**src/rtl/mem_access_unit.sv**
```systemverilog
// MEM stage: issues aligned loads/stores to a ready-handshake data memory and registers MEM/WB outputs.
// Latency 1 cycle for non-memory ops, >=2 for memory ops; stalls upstream while waiting, bus error after MAX_WAIT cycles.
module mem_access_unit #(
    parameter int MAX_WAIT = 15
) (
    input  logic        clk,
    input  logic        reset,
    input  logic [31:0] aluresult,
    input  logic [4:0]  rd,
    input  logic        MemRead,
    input  logic        MemtoReg,
    input  logic        MemWrite,
    input  logic        RegWrite,
    input  logic [31:0] mem_forwarded_rtdata,
    output logic        dmem_req,
    output logic        dmem_we,
    output logic [31:0] dmem_addr,
    output logic [31:0] dmem_wdata,
    input  logic        dmem_ready,
    input  logic [31:0] dmem_rdata,
    output logic        mem_stall,
    output logic [31:0] readdataout,
    output logic [31:0] aluresultout,
    output logic [4:0]  rdout,
    output logic        MemtoRegout,
    output logic        RegWriteout,
    output logic        mem_misalign,
    output logic        mem_buserr
);
    typedef enum logic {IDLE = 1'b0, ACCESS = 1'b1} state_t;

    localparam logic [7:0] LAST_WAIT = 8'(MAX_WAIT - 1);

    state_t      state_q, state_d;
    logic [7:0]  cnt_q, cnt_d;
    logic        req_q, req_d, we_q, we_d;
    logic [31:0] addr_q, addr_d, wdata_q, wdata_d;
    logic [31:0] readdata_q, readdata_d, alu_q, alu_d;
    logic [4:0]  rd_q, rd_d;
    logic        mtr_q, mtr_d, regw_q, regw_d;
    logic        misalign_q, misalign_d, buserr_q, buserr_d;
    logic        stall;
    logic        acc, aligned, timeout;

    always_comb begin
        acc        = MemRead | MemWrite;
        aligned    = (aluresult[1:0] == 2'b00);
        timeout    = (cnt_q == LAST_WAIT);
        state_d    = state_q;
        cnt_d      = cnt_q;
        req_d      = req_q;
        we_d       = we_q;
        addr_d     = addr_q;
        wdata_d    = wdata_q;
        readdata_d = 32'h0;
        alu_d      = aluresult;
        rd_d       = rd;
        mtr_d      = 1'b0;
        regw_d     = 1'b0;
        misalign_d = 1'b0;
        buserr_d   = 1'b0;
        stall      = 1'b0;
        case (state_q)
            IDLE: begin
                if (!acc) begin
                    mtr_d  = MemtoReg;
                    regw_d = RegWrite;
                end else if (!aligned) begin
                    misalign_d = 1'b1;
                end else begin
                    stall   = 1'b1;
                    state_d = ACCESS;
                    req_d   = 1'b1;
                    we_d    = MemWrite;
                    addr_d  = aluresult;
                    wdata_d = mem_forwarded_rtdata;
                    cnt_d   = 8'h0;
                end
            end
            ACCESS: begin
                // A completing handshake wins over a coincident timeout.
                if (dmem_ready) begin
                    mtr_d      = MemtoReg;
                    regw_d     = RegWrite;
                    readdata_d = MemWrite ? 32'h0 : dmem_rdata;
                    req_d      = 1'b0;
                    state_d    = IDLE;
                end else if (timeout) begin
                    req_d    = 1'b0;
                    buserr_d = 1'b1;
                    state_d  = IDLE;
                end else begin
                    stall = 1'b1;
                    cnt_d = cnt_q + 8'h1;
                end
            end
            default: state_d = IDLE;
        endcase
    end

    assign mem_stall = stall & ~reset;

    always_ff @(posedge clk) begin
        if (reset) begin
            state_q    <= IDLE;
            cnt_q      <= 8'h0;
            req_q      <= 1'b0;
            we_q       <= 1'b0;
            addr_q     <= 32'h0;
            wdata_q    <= 32'h0;
            readdata_q <= 32'h0;
            alu_q      <= 32'h0;
            rd_q       <= 5'h0;
            mtr_q      <= 1'b0;
            regw_q     <= 1'b0;
            misalign_q <= 1'b0;
            buserr_q   <= 1'b0;
        end else begin
            state_q    <= state_d;
            cnt_q      <= cnt_d;
            req_q      <= req_d;
            we_q       <= we_d;
            addr_q     <= addr_d;
            wdata_q    <= wdata_d;
            readdata_q <= readdata_d;
            alu_q      <= alu_d;
            rd_q       <= rd_d;
            mtr_q      <= mtr_d;
            regw_q     <= regw_d;
            misalign_q <= misalign_d;
            buserr_q   <= buserr_d;
        end
    end

    assign dmem_req     = req_q;
    assign dmem_we      = we_q;
    assign dmem_addr    = addr_q;
    assign dmem_wdata   = wdata_q;
    assign readdataout  = readdata_q;
    assign aluresultout = alu_q;
    assign rdout        = rd_q;
    assign MemtoRegout  = mtr_q;
    assign RegWriteout  = regw_q;
    assign mem_misalign = misalign_q;
    assign mem_buserr   = buserr_q;
endmodule

```
**config.mk**
```make
export PLATFORM = sky130hd
export DESIGN_NAME = mem_access_unit
export DESIGN_NICKNAME = d
export VERILOG_FILES = /design/src/rtl/mem_access_unit.sv
export SDC_FILE = /design/constraint.sdc
export NUM_CORES = 1
export LEC_CHECK = 0
export CORE_MARGIN = 2
export CORE_UTILIZATION = 39
export CTS_CLUSTER_DIAMETER = 120
export DETAILED_ROUTE_END_ITERATION = 8
export GPL_TIMING_DRIVEN = 0
export PLACE_DENSITY = 0.76
export SLEW_MARGIN = 40
export SYNTH_ARGS = -nofsm -noshare
export SYNTH_HDL_FRONTEND = slang
export SYNTH_SLANG_ARGS = --single-unit
```
**constraint.sdc**
```tcl
create_clock -name clk -period 2 [get_ports clk]
set_input_delay 0.2 -clock clk [delete_from_list [all_inputs] [get_ports clk]]
set_output_delay 0.2 -clock clk [all_outputs]
set_load 0.005 [all_outputs]
```
* Word level (Yosys, flattened, before mapping)
Cells that the tools add are included.
** Operators by class
- Reduce and logical (&&, ||, !) cells :: 7
- Equal/unequal tests :: 6
- Multiplexer cells :: 23
- Add/subtract/negate cells :: 1
- Bitwise operators :: 6
** Operator list (count)
- 2-to-1 mux 8 bit :: 4
- one-hot mux 8 bit (2 select lines) :: 1
- 2-to-1 mux 1 bit :: 14
- adder 8 x 1 -> 8 bit, second input constant :: 1
- equality test 8 x 4 -> 1 bit, second input constant :: 1
- != test 2 bit, second input constant :: 4
- one-hot mux 1 bit (2 select lines) :: 4
- AND reduction 3 bit :: 2
- OR reduction 3 bit :: 2
- inverter 1 bit :: 4
- AND reduction 4 bit :: 1
- OR reduction 4 bit :: 1
- != test 3 x 2 -> 1 bit, second input constant :: 1
- logical NOT 2 bit :: 1
- AND 1 bit :: 1
- bitwise OR 1 bit :: 1
** Word-level totals
- Logic and storage cells :: 56
- Register bits :: 148

* Logic depth before layout (Yosys ltp)
- Word-level depth :: 5
- Mapped depth :: 7
- Mapped depth without buffers :: 6

* Least setup slack after synthesis
No wires, ideal clock.
- Path kind :: register to register
- From :: register cnt_q[0]
- To :: register cnt_q[7]
- Setup time :: 70 ps
- Arrival :: 1527 ps
- Cell stages (with the launch flop) :: 7
- Setup slack :: 403 ps
- Buffers on the path :: 0
- Path through :: dfxtp_1 inv_1 ha_1 and4b_1 a21bo_1 or4_1 a21boi_1
** Between the ends
- Word-level cells in the longest chain between the ends :: 4
- Elaborated cells between the ends (all ways) :: 7
- Those cells by class :: 1 x add/sub; 2 x eq/ne; 3 x mux; 1 x reduce/logical
** RTL lines
- from (decl) :: RTL line 35 : logic [7:0] cnt_q, cnt_d;
- from (signal assigned) :: RTL line 120 : cnt_q <= cnt_d;
- adder 8 x 1 -> 8 bit :: RTL line 94 : cnt_d = cnt_q + 8'h1;
- 2-to-1 mux 8 bit :: RTL line 88 : end else if (timeout) begin
- 2-to-1 mux 8 bit :: RTL line 82 : if (dmem_ready) begin
- one-hot mux 8 bit (2 select lines) :: RTL line 63 : case (state_q)
Parallel ways exist; a longest one is shown, timed or not. The select of a mux whose other input is x is not followed.
A chain may end at the register's enable or synchronous reset.

* Worst setup path in the final report
- From :: register cnt_q[0]
- To :: output port mem_stall
** Between the ends
- Word-level cells in the longest chain between the ends :: 5
** RTL lines
- equality test 8 x 4 -> 1 bit :: RTL line 48 : timeout = (cnt_q == LAST_WAIT);
- 2-to-1 mux 1 bit :: RTL line 88
- 2-to-1 mux 1 bit :: RTL line 82
- one-hot mux 1 bit (2 select lines) :: RTL line 63
- AND 1 bit :: RTL line 101 : assign mem_stall = stall & ~reset;
- to (decl) :: RTL line 21 : output logic mem_stall,
No other way between the ends.

==> results.py <==
metrics = {
    "clock_tree": {
        "cts_inserted_buffers": 17,
        "clkSlewWorstSetupHoldPaths_ns": 0.06,
        "cts_tree": "built",
        "root_buffer": "clkbuf_16",
        "clk_latency_ns": 0.42,
        "htree_levels": 4,
        "max-clock-path-buffers": 2,
        "clkSinkCount": 148,
    },
    "yosys": {
        "synth_top_area_frac": 0.6246,
        "async_reset_ff_frac": 0,
        "synthesis.nets": 611,
        "synthFlopType": "dfxtp_1",
        "synth_top_area_cell": "dfxtp_1",
        "syn_inst": 501,
        "yosysSeqAreaShare": 0.6246,
        "synthesis.area_sq_mm": 0.004743,
        "avgSynthCellArea_sq_um": 9.468,
        "yosysWarnings": 0,
        "ys_seq_elements": 148,
        "synth_edf_count": 0,
        "netlist-cell-type-count": 37,
        "synth_top_cells_by_area": "dfxtp_1 (62%), nand2_1 (10%), a21oi_1 (7.4%)",
    },
    "floorplanning": {
        "coreArea_sq_mm": 0.01196,
        "ios": 248,
        "die_w_microns": 114.3,
        "initial_utilization": 0.3965,
        "fp.dieArea_sq_mm": 0.01306,
        "die_y_microns": 114.3,
        "rows": 40,
    },
    "hold_path": {
        "hp-class": "in -> reg",
    },
    "worst_setup_path": {
        "cpPeakStageDelay_ns": 0.35,
        "slowest_stage": "dfxtp_2",
        "arrival_ns": 1.72,
        "crit_chain": "inv_1 -> ha_1 -> and4b_1 -> a21bo_4 -> a21oi_4 -> buf_2",
        "worst_setup_path_end_kind": "output pin",
        "critical_path_required_ns": 1.80,
        "critPathLaunchType": "flop",
        "cp_max_fo": 11,
        "path_class": "reg -> out",
    },
    "place": {
        "placed_area_sq_mm": 0.007400,
        "port_buffers": 247,
        "place_hpwl_microns": 10540,
        "dp.cells": 895,
        "gp_congestion": 0.8405,
        "pre_cts_ws_ns": -0.7268,
    },
    "finish": {
        "regArea_sq_mm": 0.002965,
        "antenna-diode-count": 0,
        "fin_util": 0.6672,
        "postLayoutCellArea_sq_mm": 0.007980,
        "syn_to_final_growth_pct": 68.24,
        "fillers": 976,
        "fin_cells": 920,
        "nets": 874,
        "final_cell_mix": "clkdlybuf4s50_1 (245), dfxtp_1 (146), nand2_1 (129)",
        "layout-drive-gt1-share": 0.05951,
        "final_common_cell": "clkdlybuf4s50_1",
        "multi_input_area_sq_mm": 0.001648,
    },
    "pwr": {
        "powerDensity_mw_per_mm2": 852.8,
        "leakagePower_nw": 3.014,
        "power_mw": 6.806,
        "ir_drop_uv": 415.6,
    },
    "sta": {
        "clock_skew_ns": 0.004180,
        "max_slew_margin": 0.5305,
        "min_period_ns": 1.921,
        "whs_ns": 0.1352,
        "final.setup.tns_ns": 0,
        "hold_viol": 0,
        "finalSetupViolCount": 0,
        "tightest_slew_ns": 0.7000,
        "setup_ws_ns": 0.07932,
        "rsz0062_at_grt": "true",
        "finalCritPeriodShare": 0.9603,
        "fmax_mhz": 520.6,
        "slew_viol_final": 0,
    },
    "drt": {
        "vias_per_cell": 4.705,
        "drtIter0Drc": 292,
        "post_drt_wl_per_cell_microns": 15.06,
        "vias": 4329,
        "drc": 0,
        "final_antenna_net_count": 0,
        "finalWirelength_microns": 13860,
        "dr.pass1.iters": 4,
    },
    "job": {
        "maxCapViolations": 0,
    },
    "global_route": {
        "antenna_found_initial": 0,
        "grt_max_degree": 20,
        "grt_overflow_total": 0,
        "grt_pass1_vias": 4312,
        "grt_pass1_wl_microns": 21130,
        "grt_use_total": 0.2104,
    },
    "status": {
        "outcome": "finished, final reports clean",
    },
}
-- area by class of cell --
cell class / count / share of cell area
plain buffers: 28 / 0.01834
clock buffers: 23 / 0.05989
clock inverters: 5 / 0.009721
inverters: 1 / 0.0004704
multi-input cells: 320 / 0.2065
flip-flops and latches: 148 / 0.3716
well taps: 147 / 0.02305
repair buffers: 248 / 0.3104
-- state kept, by name (all words and copies together) (netlist names), 5 cells and up --
name          count
cnt_q             8
rdout             5
dmem_wdata       32
dmem_addr        32
aluresultout     32
readdataout      32
-- path summary, 6_finish.rpt --
path,startpoint,end,slack [ns],depth (start not counted)
worst min-delay path,MemWrite,dmem_we,0.14,3
worst max register to register,cnt_q[1],cnt_q[6],0.14,5
worst min register to register,dmem_addr[11],dmem_addr[11],0.45,2
worst max-delay path,cnt_q[0],mem_stall,0.08,6
-- power breakdown --
| group | switching (mW) | internal (mW) |
|---|---|---|
| sequential | 0.0442 | 3.05 |
| combinational | 0.250 | 0.432 |
| clock | 1.12 | 1.90 |
| total | 1.42 | 5.39 |
-- worst max-delay path, delay by kind of cell (launching register included) --
kind,cells,cell delay [ns]
adder cells (fa/ha/maj),1,0.19
flip-flops,1,0.35
AND/OR/NAND/NOR,1,0.19
AO/OA/AOI/OAI,2,0.39
buffers and inverters,2,0.18
-- synthesized netlist by cell type, types with 2 or more instances --
master	number
dfxtp_1	148
buf_2	4
and2_1	36
clkbuf_1	18
nand2_1	129
nor2_1	6
nor3b_1	2
nor4_1	2
a21oi_1	70
or4_1	3
nor3_1	3
o22a_1	3
nor2b_1	38
nand2b_1	2
buf_4	6
ha_1	2
buf_1	3
a211oi_1	2
nand3_1	6
-- logic make-up after synthesis --
family / count (synthesis) / synth area share
AO/OA/AOI/OAI: 85 / 0.09998
adder cells (fa/ha/maj): 2 / 0.005275
buffers and inverters: 33 / 0.03350
flip-flops: 148 / 0.6246
AND/OR/NAND/NOR: 233 / 0.2366
-- what timing repair did --
action,4_1_cts,5_1_grt
gates resized for setup,12,6
hold buffers,0,0
buffers inserted,1,0
setup endpoints to repair,1,1
-- per-layer routing --
| metal | wire (microns) | part of all wire | global-route usage |
|---|---|---|---|
| met1 | 5643 | 0.41 | 0.2306 |
| met2 | 7052 | 0.51 | 0.3758 |
| met3 | 772 | 0.056 | 0.05400 |
| met4 | 387 | 0.028 | 0.1065 |
| met5 | 0 | 0 | 0 |
(Power assumes the default switching activity.)
==> RTL change 1, RTL diff (same flow settings) <==
Reset style: asynchronous (`reset`), changed in one clocked block.
--- a/src/rtl/mem_access_unit.sv
+++ b/src/rtl/mem_access_unit.sv
@@ -100,7 +100,7 @@
 
     assign mem_stall = stall & ~reset;
 
-    always_ff @(posedge clk) begin
+    always_ff @(posedge clk or posedge reset) begin
         if (reset) begin
             state_q    <= IDLE;
             cnt_q      <= 8'h0;
Function: differs if reset is asserted again (counterexample within 4 cycles, from zero or initial values and one cycle with reset high); with reset held inactive, the same outputs for 4 cycles.
==> RTL change 1 against the original RTL <==
Sequential cell count stayed put. Critical path type unchanged. Setup slack worse by 9.9 ps. Largest cell class unchanged. Highest routed layer unchanged. Non-clock buffer count is 3 lower. Cell area is 7.7% higher. Wire length is 10% lower. Area after synthesis is 6.3% higher.
Power is not compared: it rests on default switching activity, and its combinational part moved more than twofold at a synthesized area within 25%.
==> RTL change 1: results (changes against the original RTL) <==
.. list-table::
   :header-rows: 1

   * - Metric
     - Value
   * - DR WL/cell
     - 16.0 microns (+6.6%)
   * - Multiplexer share of the synthesized area
     - 14.3% (+14 points)
   * - Fraction of layout cells with a size suffix above 1
     - 20.9% (+15 points)
   * - Pre-CTS setup slack
     - -394 ps (+333 ps)
   * - Yosys cell types
     - 36 (-2.7%)
   * - Vias per cell
     - 4.63 (-1.7%)
   * - First-iteration detailed-routing DRC count
     - 112 (-62%)
   * - Clk_skew
     - 6.28 ps (+2.10 ps)
   * - Dpl hpwl
     - 9.39 mm (-11%)
   * - Outcome
     - complete, no violations
   * - Crit path from
     - cnt_q[4]
   * - Async SR Flop Fraction
     - 100% (+100 points)
   * - Hold Path Class
     - in2async
   * - Worst hold margin
     - 175 ps (+39.6 ps)
   * - Headroom to the max-slew limit
     - 69.8% (+17 points)
   * - CP max-delay cell
     - dfrtp_1
   * - Post-CTS setup buffers
     - 8 (+7)
   * - Syn_nets
     - 419 (-31%)
   * - Flop2flop setup slack
     - 170 ps (+30 ps)
   * - Cell types with the largest area share after synthesis
     - dfrtp_1, mux2_2, and2_1
   * - # nets final
     - 700 (-20%)
   * - Wirelength, routed
     - 12.4 mm (-10%)
   * - Number of cells after detailed placement
     - 734 (-18%)
   * - Depth of the worst register-to-register path
     - 8 (+3)
   * - Critical Path AT
     - 1730 ps
   * - Cell count after synthesis
     - 309 (-38%)
   * - Peak fanout along the critical path
     - 2 (-9)
   * - Number of global-route vias before repair
     - 3,766 (-13%)
   * - Final worst-path setup slack
     - 69.4 ps (-9.92 ps)
   * - Largest net degree at the start of global routing
     - 28 (+40%)
   * - Cell family contributing the most delay on the critical path
     - simple AND/OR/NAND/NOR gates
   * - Endpoint of the most critical register-to-register path
     - cnt_q[7]
   * - Most instantiated cells after synthesis
     - dfrtp_1, mux2_2, and2_1, buf_2, nor2_1
   * - Last weighted congestion value of the routability-driven placer
     - 0.770 (-8.4%)
[RTL change 1: cell count changes after synthesis, moves of 14 or more]
cell      delta
nand2_1    -125
dfrtp_1    +148
nor2b_1     -34
dfxtp_1    -148
a21oi_1     -69
mux2_2      +63
clkbuf_1    -14
[RTL change 1: layer usage]
metal / track usage (%) / share of wire [%] / vias to the layer above
met5: 0 / 0 / -
met4: 6.70 / 1.8 / 0
met3: 6.44 / 6.5 / 21
met2: 33.2 / 54 / 156
met1: 20.7 / 37 / 1788
li1: - / - / 1621
[RTL change 1: layout make-up]
| class | instances | area (sq um) |
|---|---|---|
| flip-flops and latches | 148 | 3710 |
| well taps | 172 | 215 |
| repair buffers | 262 | 2680 |
| clock inverters | 14 | 206 |
| plain buffers | 11 | 55.1 |
| fillers | 943 | 4020 |
| multi-input cells | 147 | 1280 |
| inverters | 3 | 15.0 |
| clock buffers | 18 | 439 |
==> RTL change 2, RTL diff (same flow settings) <==
Without the edit above. `MAX_WAIT`: 15 -> 11.
--- a/src/rtl/mem_access_unit.sv
+++ b/src/rtl/mem_access_unit.sv
@@ -1,7 +1,7 @@
 // MEM stage: issues aligned loads/stores to a ready-handshake data memory and registers MEM/WB outputs.
 // Latency 1 cycle for non-memory ops, >=2 for memory ops; stalls upstream while waiting, bus error after MAX_WAIT cycles.
 module mem_access_unit #(
-    parameter int MAX_WAIT = 15
+    parameter int MAX_WAIT = 11
 ) (
     input  logic        clk,
     input  logic        reset,
Behaviour: no difference found for any inputs over 4 cycles, from zero or initial values and one cycle with reset high; that may be too few to reach the edited logic, so the function may still have changed.
==> RTL change 2 against the original RTL <==
Power grew 4.9%. Area after synthesis shrank 0.16%. Critical path type unchanged. Critical endpoint unchanged. Cell area grew 1.1%. Sequential cell count is the same. Setup slack lost 4.8 ps. Critical path depth grew 1. Clock skew grew 3.5 ps. Non-clock buffer count grew 6. Wire length shrank 1.8%.
==> RTL change 2: results (changes against the original RTL) <==
.. list-table::
   :header-rows: 1

   * - Metric
     - Value
   * - Length of routed met2 wiring
     - 7.01 mm (-0.67%)
   * - # nets final
     - 881 (+0.80%)
   * - Area of the multi-input gates
     - 1640 sq um (-0.38%)
   * - Syn_nets
     - 612 (+0.16%)
   * - Crit path largest cell delay
     - 330 ps (-20 ps)
   * - Largest net degree at the start of global routing
     - 17 (-15%)
   * - Count of multi-input combinational gates
     - 320 (unchanged)
   * - Placed Instance Area
     - 7380 sq um (-0.24%)
   * - Met1 wire length
     - 5.47 mm (-3.1%)
   * - Clock sink count
     - 148 (unchanged)
   * - Pre-CTS setup slack
     - -597 ps (+129 ps)
   * - Highest metal used
     - met4
   * - Sequential area share after synthesis
     - 62.6% (+0.099 points)
   * - TritonCTS buffer count
     - 17 (unchanged)
   * - Yosys cell types
     - 34 (-8.1%)
   * - Layout clock buffers
     - 22 (-4.3%)
   * - Synth Cell Area
     - 4740 sq um (-0.16%)
   * - Headroom to the max-slew limit
     - 59.2% (+6.2 points)
   * - Last weighted congestion value of the routability-driven placer
     - 0.831 (-1.1%)
   * - DR WL/cell
     - 14.6 microns (-2.8%)
   * - DR vias
     - 4,371 (+0.97%)
   * - Peak ir drop on the vdd network
     - 0.550 mV (+32%)
   * - Non-filler cells, final
     - 930 (+1.1%)
   * - TritonRoute pass-1 iters
     - 4 (unchanged)
   * - Clk_skew
     - 7.72 ps (+3.54 ps)
   * - Pleak
     - 0.00304 uW (+0.85%)
   * - Cell types with the largest area share after synthesis
     - dfxtp_1, nand2_1, a21oi_1
   * - Fraction of layout cells with a size suffix above 1
     - 7.15% (+1.2 points)
   * - Most instantiated cells after synthesis
     - dfxtp_1, nand2_1, a21oi_1, nor2b_1, and2_1
   * - Clock buffers and inverters, area share
     - 7.86% (+0.90 points)
   * - Count of cells resized by post-cts repair
     - 6 (-6)
   * - Routed length on met3
     - 816 microns (+5.7%)
   * - Layout fillers
     - 940 (-3.7%)
   * - Buffers, non-clock
     - 282 (+2.2%)
   * - Number of port buffers
     - 246 (-0.40%)
   * - GR Util met2
     - 36.7% (-0.87 points)
   * - Number of global-route vias before repair
     - 4,337 (+0.58%)
   * - Outcome
     - complete, no violations
   * - Met3 track utilization from global routing
     - 6.30% (+0.90 points)
   * - Wire length of the first global-routing pass
     - 20.8 mm (-1.5%)
   * - Cell count after synthesis
     - 502 (+0.20%)
   * - First-iteration detailed-routing DRC count
     - 232 (-21%)
   * - Dpl hpwl
     - 10.2 mm (-3.2%)
   * - Buffering overhead
     - 32.7% (-0.23 points)
   * - Global-route met1 utilization
     - 21.6% (-1.4 points)
   * - Peak fanout along the critical path
     - 3 (-8)
   * - Total routing usage reported by global routing
     - 20.4% (-0.63 points)
-- RTL change 2: path summary, 6_finish.rpt --
| kind | start | end | slack (ps) | depth (start not counted) |
|---|---|---|---|---|
| worst max-delay path | cnt_q[0] | mem_stall | 70 | 7 |
| worst max register to register | cnt_q[0] | cnt_q[2] | 270 | 9 |
| worst min-delay path | reset | dmem_req | 310 | 4 |
| worst min register to register | dmem_wdata[3] | dmem_wdata[3] | 460 | 2 |
-- RTL change 2: cells by family after synthesis --
kind of cell	Yosys count	synth area share, %
fa+ha+maj	2	0.528
flops	148	62.6
simple gates	231	23.6
compound gates	87	10.2
buf+inv	34	3.12
-- RTL change 2: metrics by stage --
step	util, %	total power, uW
4_1_cts	67.3	7200
6_report	67.7	7140
3_3_place_gp	62.0	3820
3_5_place_dp	62.0	3830
5_1_grt	67.7	7390
2_1_floorplan	-	3350
-- RTL change 2: power by group --
part           total [uW]  switching [uW]  internal [uW]
clock network        3370            1160           2210
logic                 675             247            429
registers            3100            43.3           3050
